File: src/rtl/sopc_run_pkg.sv
// Shared types and default constants for the SOPC run controller.
// The end-cause priority lives here so the top and any future status block agree on it.
package sopc_run_pkg;

   typedef enum logic [1:0] {
      ST_HOLD = 2'd0,
      ST_RUN  = 2'd1,
      ST_DONE = 2'd2
   } run_state_e;

   typedef enum logic [2:0] {
      END_NONE,
      END_PASS,
      END_FAIL,
      END_HALT,
      END_TIMEOUT
   } end_cause_e;

   localparam logic [31:0] DEF_PASS_CODE = 32'h0000_600D;
   localparam logic [31:0] DEF_MBOX_ADDR = 32'h0000_1000;

   // Mailbox beats a stall halt, which beats the watchdog.
   function automatic end_cause_e pick_end_cause(
      input logic mbox_hit,
      input logic is_pass,
      input logic stall_halt,
      input logic watchdog
   );
      if (mbox_hit)        return is_pass ? END_PASS : END_FAIL;
      else if (stall_halt) return END_HALT;
      else if (watchdog)   return END_TIMEOUT;
      return END_NONE;
   endfunction

endpackage

File: src/rtl/run_stall_det.sv
// PC-stall detector: flags a halt once the fetch PC has been unchanged for STALL_LIMIT
// consecutive enabled cycles. STALL_LIMIT of 0 disables detection entirely.
module run_stall_det #(
   parameter int STALL_LIMIT = 8
) (
   input  logic        clk,
   input  logic        reset,
   input  logic        en,
   input  logic        clr,
   input  logic [31:0] pc,
   output logic        halt
);

   localparam int SC_W = (STALL_LIMIT > 2) ? $clog2(STALL_LIMIT) : 1;
   // The pulse fires on the comparison that would bring the count to STALL_LIMIT-1.
   localparam logic [SC_W-1:0] HALT_AT = SC_W'((STALL_LIMIT >= 2) ? STALL_LIMIT - 2 : 0);

   logic [31:0]     prev_pc;
   logic            prev_valid;
   logic [SC_W-1:0] same_cnt;
   logic            same;

   // No comparison until prev_pc holds a sample from this run.
   assign same = prev_valid && (pc == prev_pc);

   always_ff @(posedge clk) begin
      if (reset || clr) begin
         prev_pc    <= '0;
         prev_valid <= 1'b0;
         same_cnt   <= '0;
      end else if (en) begin
         prev_pc    <= pc;
         prev_valid <= 1'b1;
         same_cnt   <= same ? same_cnt + 1'b1 : '0;
      end
   end

   assign halt = (STALL_LIMIT != 0) && en && same && (same_cnt == HALT_AT);

endmodule

File: src/rtl/sopc_run_ctrl.sv
// Run controller for the SOPC core: timed reset release, run-cycle counting and
// end-of-run detection via mailbox write, PC-stall halt or watchdog timeout.
module sopc_run_ctrl
   import sopc_run_pkg::*;
#(
   parameter int          CNT_W       = 23,
   parameter int          RST_HOLD    = 10,
   parameter int          MAX_CYCLES  = 50,
   parameter int          STALL_LIMIT = 8,
   parameter logic [31:0] MBOX_ADDR   = DEF_MBOX_ADDR,
   parameter logic [31:0] PASS_CODE   = DEF_PASS_CODE
) (
   input  logic             clk,
   input  logic             reset,
   input  logic [31:0]      pc_i,
   input  logic             mem_we_i,
   input  logic [31:0]      mem_addr_i,
   input  logic [31:0]      mem_data_i,
   output logic             core_rst_o,
   output logic             running_o,
   output logic             done_o,
   output logic             pass_o,
   output logic             fail_o,
   output logic             halt_o,
   output logic             timeout_o,
   output logic [CNT_W-1:0] cycle_cnt_o,
   output logic [31:0]      mailbox_o
);

   localparam int                HOLD_W     = (RST_HOLD > 1) ? $clog2(RST_HOLD) : 1;
   localparam logic [HOLD_W-1:0] HOLD_LAST  = HOLD_W'(RST_HOLD - 1);
   localparam logic [CNT_W-1:0]  CYCLE_LAST = CNT_W'(MAX_CYCLES - 1);

   run_state_e        state;
   logic [HOLD_W-1:0] hold_cnt;
   logic              in_run;
   logic              mbox_hit;
   logic              stall_halt;
   end_cause_e        cause;

   assign in_run   = (state == ST_RUN);
   assign mbox_hit = mem_we_i && (mem_addr_i == MBOX_ADDR);
   assign cause    = pick_end_cause(mbox_hit, mem_data_i == PASS_CODE, stall_halt,
                                    cycle_cnt_o == CYCLE_LAST);

   run_stall_det #(
      .STALL_LIMIT(STALL_LIMIT)
   ) u_stall (
      .clk   (clk),
      .reset (reset),
      .en    (in_run),
      .clr   (!in_run),
      .pc    (pc_i),
      .halt  (stall_halt)
   );

   // NOTE: reset is synchronous, so it sits inside the clocked block and every
   // register, mailbox included, gets a known value; all state uses <= only.
   always_ff @(posedge clk) begin
      if (reset) begin
         state       <= ST_HOLD;
         hold_cnt    <= '0;
         core_rst_o  <= 1'b1;
         running_o   <= 1'b0;
         done_o      <= 1'b0;
         pass_o      <= 1'b0;
         fail_o      <= 1'b0;
         halt_o      <= 1'b0;
         timeout_o   <= 1'b0;
         cycle_cnt_o <= '0;
         mailbox_o   <= '0;
      end else begin
         unique case (state)
            ST_HOLD: begin
               if (hold_cnt == HOLD_LAST) begin
                  state      <= ST_RUN;
                  core_rst_o <= 1'b0;
                  running_o  <= 1'b1;
               end else begin
                  hold_cnt <= hold_cnt + 1'b1;
               end
            end
            ST_RUN: begin
               if (cause == END_NONE) begin
                  cycle_cnt_o <= cycle_cnt_o + 1'b1;
               end else begin
                  // Counter freezes on the terminating cycle; the core is put back in reset.
                  state      <= ST_DONE;
                  running_o  <= 1'b0;
                  done_o     <= 1'b1;
                  core_rst_o <= 1'b1;
                  pass_o     <= (cause == END_PASS);
                  fail_o     <= (cause == END_FAIL);
                  halt_o     <= (cause == END_HALT);
                  timeout_o  <= (cause == END_TIMEOUT);
                  if (mbox_hit) mailbox_o <= mem_data_i;
               end
            end
            ST_DONE: ;
            default: state <= ST_HOLD;
         endcase
      end
   end

endmodule

File: config.mk
export PLATFORM = sky130hd
export DESIGN_NAME = sopc_run_ctrl
export DESIGN_NICKNAME = d
export VERILOG_FILES = /design/src/rtl/sopc_run_pkg.sv /design/src/rtl/run_stall_det.sv /design/src/rtl/sopc_run_ctrl.sv
export SDC_FILE = /design/constraint.sdc
export NUM_CORES = 1
export LEC_CHECK = 0
export CAP_MARGIN = 20
export CORE_AREA = 2 2 115 95
export CTS_CLUSTER_DIAMETER = 50
export DETAILED_ROUTE_END_ITERATION = 10
export DIE_AREA = 0 0 117 97
export PLACE_DENSITY = 0.78
export SLEW_MARGIN = 20
export SYNTH_ARGS = -nofsm -noshare
export SYNTH_HDL_FRONTEND = slang
export SYNTH_SLANG_ARGS = --single-unit
File: constraint.sdc
create_clock -name clk -period 3.4 [get_ports clk]
set_input_delay 1.02 -clock clk [delete_from_list [all_inputs] [get_ports clk]]
set_output_delay 1.02 -clock clk [all_outputs]
set_load 0.05 [all_outputs]
==> results.sh <==
export IMPL_run_status="completed"
export IMPL_hold_depth=2
export IMPL_slew_viol_final=0
export IMPL_maxSlewHeadroom=0.484
export IMPL_start_util=0.432
export IMPL_critPathKind="primary input to flop"
export IMPL_min_path_type="flop to flop"
export IMPL_finClkSkew_ns=0.0123
export IMPL_ff_latch_area_sq_um=2080
export IMPL_finalSetupViolCount=0
export IMPL_dpl_hpwl_mm=8.97
export IMPL_cp_required_ns=3.62
export IMPL_rr_worst_depth=6
export IMPL_grt_pass1_wl_mm=19.2
export IMPL_final_nets=758
export IMPL_syn_inst=494
export IMPL_start_kind="primary input"
export IMPL_routed_via_density=5.15
export IMPL_finalWorstPathRequiredPeriod_ns=3.03
export IMPL_synthesis_area_sq_um=4370
export IMPL_async_reset_ff_frac=0
export IMPL_firstDrtPassIters=4
export IMPL_ios=161
export IMPL_cp_end_kind="flop"
export IMPL_hold_worst_slack_ns=0.453
export IMPL_yosysTopAreaCell="dfxtp_1"
export IMPL_numCtsBuffers=9
export IMPL_yosys_warnings=0
export IMPL_cp_arrival_ns=3.25
export IMPL_rsz0062_at_grt="false"
export IMPL_design_power_total_mw=2.46
export IMPL_clk_path_buf_depth=2
export IMPL_stdcell_count=798
export IMPL_drc=0
export IMPL_clk_latency_ns=0.34
export IMPL_port_buffers=160
export IMPL_dp_cells=782
export IMPL_diodes=0
export IMPL_cts_setup_buffers=0
export IMPL_cts_hold_buf=0
export IMPL_cts_num_sinks=104
export IMPL_synth_cell_type_count=48
export IMPL_syn_nets=599
export IMPL_dieHeight_microns=97
export IMPL_synth_flop_cell="dfxtp_1"
export IMPL_p_per_area_nw_per_um2=382
export IMPL_hold_viol=0
export IMPL_clockRootBuffer="clkbuf_16"
export IMPL_ys_seq_area_frac=0.477
export IMPL_fmax_ghz=0.330
export IMPL_utilization=0.637
export IMPL_clk_pin_slew_ns=0.07
export IMPL_cts_resized_gates=0
export IMPL_final_setup_tns_ns=0
export IMPL_antenna_found_initial=0
export IMPL_die_area_sq_um=11300
export IMPL_multi_input_area_sq_um=2140
export IMPL_period_share=0.892
export IMPL_drtIter0Drc=278
export IMPL_peakVddDrop_v=0.000281
export IMPL_grt_pass1_vias=4074
export IMPL_core_sq_um=10100
export IMPL_avgSynthCellArea_sq_um=8.84
export IMPL_grtUsageTotal=0.213
export IMPL_gp_congestion=0.822
export IMPL_rrSetupSlack_ns=1.04
export IMPL_cp_max_fo=5
export IMPL_worst_pin_slew_ns=0.775
export IMPL_syn2layout_area_growth_pct=47.5
export IMPL_max_cap_viol_count=0
export IMPL_synth_area_top_cells="dfxtp_1, nand2_1, xnor2_1"
export IMPL_row_count=33
export IMPL_ys_ff_latch=104
export IMPL_grt_max_degree=41
export IMPL_drive_gt1_frac=0.0532
export IMPL_num_fill_cells=851
export IMPL_grt_ovfl_total=0
export IMPL_postRouteAntennaNets=0
export IMPL_vias=4111
export IMPL_h_tree_depth=3
export IMPL_p_leak_nw=2.21
export IMPL_synth_edf_count=0
export IMPL_wl_per_cell_microns=15.1
export IMPL_yosysTopAreaCellShare=0.477
export IMPL_cts_tree="yes"
export IMPL_die_w_microns=117
export IMPL_wirelength_mm=12.0
==> kinds of logic (layout without fill, tap and decap cells) <==
family	Yosys count	in the layout	synth area share
DFF	104	104	0.477
buffers and inverters	33	197	0.0327
and+or+nand+nor	231	231	0.275
adders and majority gates	6	6	0.0172
muxes	2	2	0.00516
AOI/OAI and AO/OA	76	76	0.109
xor gates and xnor gates	42	42	0.0843
==> area by class of cell <==
type / count / share of cell area
clock inverters: 6 / 0.0118
multi-input cells: 357 / 0.332
inverters: 11 / 0.00641
flip-flops and latches: 104 / 0.323
repair buffers: 170 / 0.263
well taps: 140 / 0.0272
clock buffers: 10 / 0.0355
==> through the flow <==
step / area, sq um / setup slack, ns
2_1_floorplan: 4370 / 0.669
3_3_place_gp: 6140 / 0.0734
3_5_place_dp: 6140 / 0.0293
4_1_cts: 6440 / 0.382
5_1_grt: 6440 / 0.250
6_report: 6440 / 0.366
==> state kept, by name (all words and copies together) (netlist names) <==
signal / count
mailbox_o: 32
u_stall.prev_pc: 32
cycle_cnt_o: 23
hold_cnt: 4
u_stall.same_cnt: 3
state: 2
core_rst_o: 1
done_o: 1
fail_o: 1
halt_o: 1
pass_o: 1
running_o: 1
timeout_o: 1
u_stall.prev_valid: 1
==> critical path, cell delays in order <==
cell             delay [ns]
clkdlybuf4s50_1        0.49
xnor2_1                0.14
nand4_1                0.13
nor4_1                 0.33
buf_4                  0.17
nand4_1                0.26
and2_1                 0.29
nand4_1                0.11
mux2_1                 0.31
==> routing by layer <==
| metal | global-route usage | vias to the layer above | wire length (microns) |
|---|---|---|---|
| li1 | - | 2020 | - |
| met1 | 0.254 | 1952 | 5180 |
| met2 | 0.371 | 121 | 5930 |
| met3 | 0.0595 | 18 | 707 |
| met4 | 0.0561 | 0 | 212 |
| met5 | 0 | - | 0 |
==> synth_stat cells (2+ instances only) <==
cell type and number:
nor2_1 33, dfxtp_1 104, and4_1 3, buf_4 4, o21ai_0 4, xnor2_1 28
inv_1 11, clkbuf_1 14, o22ai_1 2, mux2_1 2, xor2_1 14, and3_1 3
nor2_4 2, and2_1 31, nor3_1 8, a211oi_1 2, or3_1 9, nor2b_1 6
nand3_1 5, buf_2 3, nand4_1 14, or4_1 4, nand2b_1 2, o2111ai_1 7
a21oi_1 46, nor4b_2 2, o21ai_1 5, nand2_1 86, nor4_1 16, ha_1 6
==> final timing paths <==
kind | startpoint | end
worst min-delay path | mailbox_o[28] | mailbox_o[28]
worst min register to register | mailbox_o[28] | mailbox_o[28]
worst max register to register | cycle_cnt_o[4] | cycle_cnt_o[21]
worst max-delay path | pc_i[17] | cycle_cnt_o[19]
==> power breakdown <==
group	total [mW]	switching [mW]	internal, mW
Sequential	1.22	0.00379	1.22
Clock	1.05	0.470	0.585
Combinational	0.183	0.0613	0.122
Total	2.46	0.535	1.93
==> cells in the final DEF (no fill, tap or decap), drive strengths merged, types with 3 or more instances in the layout <==
| master | instances |
|---|---|
| and2 | 31 |
| nand4 | 15 |
| nor3 | 8 |
| nand2 | 86 |
| clkdlybuf4s50 | 159 |
| or4 | 4 |
| nor4 | 17 |
| nor4b | 3 |
| nor2 | 35 |
| clkbuf | 10 |
| o2111ai | 7 |
| o21ai | 9 |
| a21oi | 46 |
| and4 | 4 |
| ha | 6 |
| dfxtp | 104 |
| xor2 | 14 |
| nor2b | 6 |
| and3 | 3 |
| xnor2 | 28 |
| inv | 14 |
| or3 | 9 |
| buf | 11 |
| nand3 | 5 |
(Power assumes the default switching activity.)
